$ cat config.mk
export PLATFORM = sky130hd
export DESIGN_NAME = datapath_seq
export DESIGN_NICKNAME = d
export VERILOG_FILES = /design/src/rtl/datapath_pkg.sv /design/src/rtl/datapath_seq.sv
export SDC_FILE = /design/constraint.sdc
export NUM_CORES = 1
export LEC_CHECK = 0
export CORE_MARGIN = 2
export CORE_UTILIZATION = 41
export CTS_CLUSTER_SIZE = 30
export DETAILED_ROUTE_END_ITERATION = 8
export PLACE_DENSITY = 0.77
export REMOVE_ABC_BUFFERS = 1
export SYNTH_ARGS = -nofsm -noshare
export SYNTH_HDL_FRONTEND = slang
export SYNTH_SLANG_ARGS = --single-unit
export TNS_END_PERCENT = 30
$ cat constraint.sdc
create_clock -name CLK -period 1.5 [get_ports CLK]
set_input_delay 0.3 -clock CLK [delete_from_list [all_inputs] [get_ports CLK]]
set_output_delay 0.3 -clock CLK [all_outputs]
set_load 0.05 [all_outputs]
$ cat src/rtl/datapath_pkg.sv
// -----------------------------------------------------------------------------
// datapath_pkg
// Shared definitions for the operand sequencer (datapath_seq) and the
// Datapath stage it drives: default operand width, index/opcode widths,
// the sequencer state encoding and the ALU mode-select (MS) opcodes.
// -----------------------------------------------------------------------------
package datapath_pkg;

    localparam int SIZE_DATA = 16;  // operand/result width, matches Datapath
    localparam int OP_W      = 3;   // ALU mode-select width
    localparam int IDX_W     = 3;   // register-file index width (8 registers)

    // Sequencer state encoding.
    typedef enum logic [2:0] {
        ST_IDLE = 3'd0,
        ST_WR_A = 3'd1,
        ST_WR_B = 3'd2,
        ST_EXEC = 3'd3,
        ST_RESP = 3'd4
    } state_t;

    // ALU mode-select opcodes shared with the Datapath ALU.
    localparam logic [OP_W-1:0] MS_ADD = 3'b000;
    localparam logic [OP_W-1:0] MS_SUB = 3'b001;
    localparam logic [OP_W-1:0] MS_AND = 3'b010;
    localparam logic [OP_W-1:0] MS_OR  = 3'b011;
    localparam logic [OP_W-1:0] MS_XOR = 3'b100;

endpackage : datapath_pkg

$ cat src/rtl/datapath_seq.sv
// -----------------------------------------------------------------------------
// datapath_seq
// Operand sequencer sitting directly upstream of the Datapath stage
// (register file + ALU). It accepts one two-operand request over a
// valid/ready handshake, writes A then B into the register file on
// consecutive cycles, selects both registers and the ALU opcode for one
// cycle, captures ALU_out and presents it over a second valid/ready
// handshake.
//
// Ports
//   CLK, RST_N        rising-edge clock, asynchronous active-low reset
//   in_valid/in_ready request handshake (in_ready high only in IDLE)
//   in_a, in_b        operands A, B            [size_data]
//   in_op             ALU opcode -> MS         [3]
//   in_ra, in_rb      register indices for A/B [3]
//   Din, WE, W1       register-file write port (active in WR_A / WR_B)
//   num_R1, num_R2    register-file read indices (ALU operands 1, 2)
//   MS                ALU mode select
//   ALU_out           combinational ALU result from Datapath
//   result            captured ALU result      [size_data]
//   out_valid/out_ready result handshake (result held while stalled)
// -----------------------------------------------------------------------------
module datapath_seq
    import datapath_pkg::*;
#(
    parameter int size_data = SIZE_DATA
) (
    input  logic                 CLK,
    input  logic                 RST_N,

    input  logic                 in_valid,
    output logic                 in_ready,
    input  logic [size_data-1:0] in_a,
    input  logic [size_data-1:0] in_b,
    input  logic [OP_W-1:0]      in_op,
    input  logic [IDX_W-1:0]     in_ra,
    input  logic [IDX_W-1:0]     in_rb,

    output logic [size_data-1:0] Din,
    output logic                 WE,
    output logic [IDX_W-1:0]     W1,
    output logic [IDX_W-1:0]     num_R1,
    output logic [IDX_W-1:0]     num_R2,
    output logic [OP_W-1:0]      MS,
    input  logic [size_data-1:0] ALU_out,

    output logic [size_data-1:0] result,
    output logic                 out_valid,
    input  logic                 out_ready
);

    state_t state;
    state_t state_next;

    // Latched request.
    logic [size_data-1:0] a_q;
    logic [size_data-1:0] b_q;
    logic [OP_W-1:0]      op_q;
    logic [IDX_W-1:0]     ra_q;
    logic [IDX_W-1:0]     rb_q;

    logic accept;
    assign accept = (state == ST_IDLE) && in_valid;

    // ------------------------------------------------------------------
    // State register
    // ------------------------------------------------------------------
    // NOTE: sequential state is updated only with non-blocking assignments
    // so every flop samples the pre-edge values of the others.
    always_ff @(posedge CLK or negedge RST_N) begin
        if (!RST_N) begin
            state <= ST_IDLE;
        end else begin
            state <= state_next;
        end
    end

    // ------------------------------------------------------------------
    // Next-state logic
    // ------------------------------------------------------------------
    // NOTE: every signal written here gets a default first, so no path
    // through the case leaves it unassigned and no latch is inferred.
    always_comb begin
        state_next = state;
        unique case (state)
            ST_IDLE: if (in_valid)  state_next = ST_WR_A;
            ST_WR_A:                state_next = ST_WR_B;
            ST_WR_B:                state_next = ST_EXEC;
            ST_EXEC:                state_next = ST_RESP;
            ST_RESP: if (out_ready) state_next = ST_IDLE;
            default:                state_next = ST_IDLE;
        endcase
    end

    // ------------------------------------------------------------------
    // Register-file write port, decoded from state and the latched request.
    // Zero outside the two write cycles so nothing stale reaches Datapath.
    // ------------------------------------------------------------------
    always_comb begin
        WE  = 1'b0;
        W1  = '0;
        Din = '0;
        unique case (state)
            ST_WR_A: begin
                WE  = 1'b1;
                W1  = ra_q;
                Din = a_q;
            end
            ST_WR_B: begin
                WE  = 1'b1;
                W1  = rb_q;
                Din = b_q;
            end
            default: ;
        endcase
    end

    // Gated by RST_N so the request port reads not-ready throughout reset.
    assign in_ready  = (state == ST_IDLE) && RST_N;
    assign out_valid = (state == ST_RESP);

    // ------------------------------------------------------------------
    // Request latch
    // ------------------------------------------------------------------
    // NOTE: these are a handful of flops rather than a memory, so they get
    // a reset like everything else; that keeps Din/MS free of X after reset.
    always_ff @(posedge CLK or negedge RST_N) begin
        if (!RST_N) begin
            a_q  <= '0;
            b_q  <= '0;
            op_q <= '0;
            ra_q <= '0;
            rb_q <= '0;
        end else if (accept) begin
            a_q  <= in_a;
            b_q  <= in_b;
            op_q <= in_op;
            ra_q <= in_ra;
            rb_q <= in_rb;
        end
    end

    // ------------------------------------------------------------------
    // Read-select / opcode registers. Loaded on the WR_B -> EXEC edge so
    // they are valid for the whole EXEC cycle, then simply held: Datapath
    // ignores them outside EXEC, and holding avoids needless toggling.
    // ------------------------------------------------------------------
    always_ff @(posedge CLK or negedge RST_N) begin
        if (!RST_N) begin
            num_R1 <= '0;
            num_R2 <= '0;
            MS     <= '0;
        end else if (state == ST_WR_B) begin
            num_R1 <= ra_q;
            num_R2 <= rb_q;
            MS     <= op_q;
        end
    end

    // ------------------------------------------------------------------
    // Result register: captures ALU_out at the end of EXEC and holds it
    // through any amount of output backpressure.
    // ------------------------------------------------------------------
    always_ff @(posedge CLK or negedge RST_N) begin
        if (!RST_N) begin
            result <= '0;
        end else if (state == ST_EXEC) begin
            result <= ALU_out;
        end
    end

endmodule : datapath_seq

# After elaboration in Yosys (flattened, before gate mapping)
# Cells that the tools add are included.
dict set report totals {
  reg_bits 69
  latch_bits 0
  mem_bits_rw 0
  romBits 0
  input_bits 61
  word_cells 27
  n_memories 0
}
dict set report op_classes {
  add_sub_neg 0
  n_mul 0
  div_mod_pow 0
  n_lt_le_gt_ge 0
  n_eq_ne 6
  shifts 0
  n_mux 6
  bitwise_logic 0
  reduce_logical 5
}
# op count
set ops {}
lappend ops {{$pmux 16 s2} 1}
lappend ops {{$pmux 3 s5} 1}
lappend ops {{$eq 3x2->1 const B} 2}
lappend ops {{$mux 3} 2}
lappend ops {{$pmux 3 s2} 1}
lappend ops {{$eq 3x1->1 const B} 1}
lappend ops {{$eq 3x3->1 const B} 1}
lappend ops {{$logic_not 3->1} 1}
lappend ops {{$logic_and 1x1->1} 2}
lappend ops {{$ne 2x1->1 const B} 1}
lappend ops {{$ne 2x2->1 const B} 1}
lappend ops {{$reduce_and 2->1} 1}
lappend ops {{$reduce_or 2->1} 1}
lappend ops {{$mux 1} 1}

# Depth between registers and ports, before layout
dict set report logic_depth {
  word_depth 3
  ltp_mapped 4
}

# Worst setup path after synthesis
# No wires, ideal clock.
dict set report synth_path {
  path_type {reg-to-output}
  from {register state[0]}
  to {output in_ready}
  arrival_time_ps 2342
  required_ps 1200
  path_slack_ps -1142
  path_stages_with_launch 4
  path_cell_list {dfrtp_1 -> buf_2 -> buf_1 -> nor4b_1}
}
dict set report synth_via {
  elab_chain_len 2
}
# element line
set synth_lines {}
lappend synth_lines {{from (decl)} datapath_seq.sv:52} ;# state_t state;
lappend synth_lines {{from (signal assigned)} datapath_seq.sv:74} ;# state <= state_next;
lappend synth_lines {{$logic_not 3->1} datapath_seq.sv:119} ;# assign in_ready = (state == ST_IDLE) && RST_N;
lappend synth_lines {{$logic_and 1x1->1} datapath_seq.sv:119}
lappend synth_lines {{to (decl)} datapath_seq.sv:32} ;# output logic in_ready,
# Every way passes these cells.

# Worst setup path in the final report
dict set report layout_path {
  from {register state[0]}
  to {output Din[11]}
}
dict set report layout_via {
  elab_chain_len 2
}
# element line
set layout_lines {}
lappend layout_lines {{$eq 3x2->1 / $eq 3x1->1 (equally long branches)} datapath_seq.sv:103} ;# unique case (state)
lappend layout_lines {{$pmux 16 s2 (*)} datapath_seq.sv:103}
lappend layout_lines {{to (decl)} datapath_seq.sv:39} ;# output logic [size_data-1:0] Din,
# Mark *: on every way between the ends. The rest lies on a longest branch, timed or not.

==> results.sh <==
export IMPL_final_number_of_max_transition_violations=0
export IMPL_tritoncts="built"
export IMPL_syn_avg_cell_area_um2=13.9
export IMPL_grt_overflow_total=0
export IMPL_hp_class="in2async"
export IMPL_floorplan_io_pins=108
export IMPL_detailedPlacementHpwl_mm=5.07
export IMPL_cp_arrival_ps=1560
export IMPL_die_area_um2=8290
export IMPL_total_via_count_in_the_routed_design=2272
export IMPL_mappedNetlistArea_um2=3110
export IMPL_reg2reg_setup_slack_ps=-200
export IMPL_cts_reportedPaths_clkPinSlew_ps=80
export IMPL_final_fill_count=545
export IMPL_met3RoutedLength_um=489
export IMPL_design_power_total_mw=15.3
export IMPL_areaGrowthSynthToFinish_pct=69.3
export IMPL_wirelength_mm=7.49
export IMPL_timing_rr_end="ra_q[0]$_DFFE_PN0P_"
export IMPL_yosys_register_bits=69
export IMPL_drt_met1_wl_mm=2.98
export IMPL_number_of_drc_violations_after_detailed_routing=0
export IMPL_finish_net_count=404
export IMPL_timing_hold_violations_final=0
export IMPL_worst_ep_required_ps=1200
export IMPL_setup_tns_final_ps=-13970
export IMPL_gp_routability_congestion=0.706
export IMPL_wl_per_cell_um=16.8
export IMPL_initial_util=0.426
export IMPL_fin_worst_skew_ps=6.87
export IMPL_leakage_nw=2.17
export IMPL_critical_path_start_type="flip-flop"
export IMPL_rsz0062_at_grt="true"
export IMPL_cts_sink_count=69
export IMPL_ir_worst_vdd_uv=1420
export IMPL_cellPowerDensity_nw_per_um2=2910
export IMPL_cts_hold_repair_buffers=0
export IMPL_htree_levels=3
export IMPL_row_count=31
export IMPL_yosysWarningCount=0
export IMPL_synthesis_instances=223
export IMPL_first_drt_pass_iteration_count=4
export IMPL_setup_viol_count_final=67
export IMPL_grt_start_max_net_pins=70
export IMPL_grt_antenna_before_repair=0
export IMPL_worst_pin_slew_ps=852
export IMPL_post_layout_nonfiller_instances=447
export IMPL_worst_slew_margin_rel=0.432
export IMPL_via_per_inst=5.08
export IMPL_r2r_start="state[0]$_DFFE_PN0P_"
export IMPL_r2r_cells=4
export IMPL_highest_signal_layer="met4"
export IMPL_setup_worst_path_end_class="output pin"
export IMPL_cap_violations=0
export IMPL_hold_worst_slack_ps=150
export IMPL_seq_area_frac_synth=0.556
export IMPL_gr_usage_all_layers=0.188
export IMPL_met2_length_mm=3.95
export IMPL_floorplan_die_height_um=91.0
export IMPL_dieWidth_um=91.0
export IMPL_core_area_um2=7290
export IMPL_finalWorstSetupSlack_ps=-359
export IMPL_port_buffers=107
export IMPL_fraction_of_final_layout_cells_with_drive_strength_greater_than_1=0.511
export IMPL_drtAntennaViolNets=0
export IMPL_grt_pass1_vias=2458
export IMPL_final_util=0.721
export IMPL_grt_first_pass_wirelength_mm=12.3
export IMPL_cts_buffers=9
export IMPL_failed_checks="setup timing"
export IMPL_path_max_fanout=30
export IMPL_num_antenna_cells=0
export IMPL_setup_worst_path_end="Din[11]"
export IMPL_clockBufferDepth=2
export IMPL_crit_type="reg2out"
export IMPL_cts_root_buf="sky130_fd_sc_hd__clkbuf_8"
export IMPL_fmax_mhz=538
export IMPL_first_iter_violations=58
export IMPL_post_route_period_util=1.24
export IMPL_final_critical_path_time_including_i_o_delays_and_setup_ps=1860
export IMPL_post_synth_num_cell_types=18
export IMPL_critical_path_startpoint="state[0]$_DFFE_PN0P_"
export IMPL_clk_latency_worst_skew_pair_ps=340
export IMPL_run_status="finished, violations left"
export IMPL_place_detailed_instances=427
power breakdown:
part	total [mW]	switching [mW]	internal (mW)
Combinational	9.64	4.65	4.99
Sequential	3.61	0.764	2.85
Clock	2.04	0.720	1.32
Total	15.3	6.13	9.16
flip-flops by register name, summed over array words and instances (netlist names):
signal and cells:
a_q 16, b_q 16, result 16, MS 3, num_R1 3, num_R2 3, op_q 3, ra_q 3
rb_q 3, state 3
stage by stage:
| stage | cell area, um2 | setup slack (ps) |
|---|---|---|
| after floorplan | 2990 | -1470 |
| after global placement | 4830 | -300 |
| after detailed placement | 4830 | -335 |
| after CTS | 5210 | -338 |
| after global routing | 5260 | -416 |
| final | 5260 | -359 |
synthesized netlist by cell type (all sizes together):
master   n  area, um2
xnor2    1       8.76
a21oi   19       95.1
clkbuf   9       33.8
nand3b  39        297
nor4b    2       32.5
nand2    1       3.75
or4b     1       10.0
nor2     3       11.3
buf     10       86.3
nor3     1       5.00
dfrtp   69       1730
nor3b    2       15.0
mux2    66        781
per-layer routing:
layer,vias to the layer above,track usage
met1,1160,0.229
li1,1034,-
met3,8,0.0606
met4,0,0.0568
met2,70,0.318
met5,-,0
critical path: stages, from the launching register on:
cell and delay [ps]:
sky130_fd_sc_hd__dfrtp_2 450, sky130_fd_sc_hd__buf_12 170, sky130_fd_sc_hd__nand3b_1 200, sky130_fd_sc_hd__a21oi_2 230
sky130_fd_sc_hd__buf_12 160
kinds of logic after synthesis:
family                 count (synthesis)  share of synthesized area
buffers and inverters                 19                     0.0387
AO/OA/AOI/OAI                         19                     0.0306
flip-flops                            69                      0.556
XOR/XNOR                               1                    0.00282
multiplexers                          66                      0.251
AND/OR/NAND/NOR                       49                      0.120
what timing repair did:
| item | CTS | global route |
|---|---|---|
| endpoints found under the setup margin | 73 | 72 |
| gates cloned | 0 | 1 |
| pin swaps | 8 | 4 |
| gates resized for setup | 26 | 4 |
| buffers inserted | 3 | 0 |
layout make-up:
cell class / instances / area [um2] / area share
clock buffers: 10 / 138 / 0.0262
clock inverters: 6 / 134 / 0.0255
multi-input cells: 135 / 1360 / 0.258
flip-flops and latches: 69 / 1730 / 0.329
well taps: 99 / 124 / 0.0236
repair buffers: 128 / 1780 / 0.338
layout by cell type, fill, tap and decap left out, types with 3 or more instances in the layout:
master	instances
sky130_fd_sc_hd__buf_4	14
sky130_fd_sc_hd__buf_12	51
sky130_fd_sc_hd__mux2_4	11
sky130_fd_sc_hd__mux2_2	55
sky130_fd_sc_hd__dfrtp_1	66
sky130_fd_sc_hd__bufinv_16	4
sky130_fd_sc_hd__clkdlybuf4s50_1	59
sky130_fd_sc_hd__nand3b_1	38
sky130_fd_sc_hd__clkbuf_8	10
sky130_fd_sc_hd__a21oi_2	19
sky130_fd_sc_hd__buf_6	3
sky130_fd_sc_hd__dfrtp_2	3
how the worst min path moves through the flow:
stage	from	endpoint	depth (start not counted)
final	RST_N	b_q[9]$_DFFE_PN0P_	2
after global placement	op_q[1]$_DFFE_PN0P_	op_q[1]$_DFFE_PN0P_	1
after global routing	RST_N	b_q[9]$_DFFE_PN0P_	2
after CTS	RST_N	a_q[9]$_DFFE_PN0P_	2
after floorplan	RST_N	MS[0]$_DFFE_PN0N_	0
after detailed placement	b_q[11]$_DFFE_PN0P_	b_q[11]$_DFFE_PN0P_	1
No activity file was read; power rests on OpenSTA's default activity.
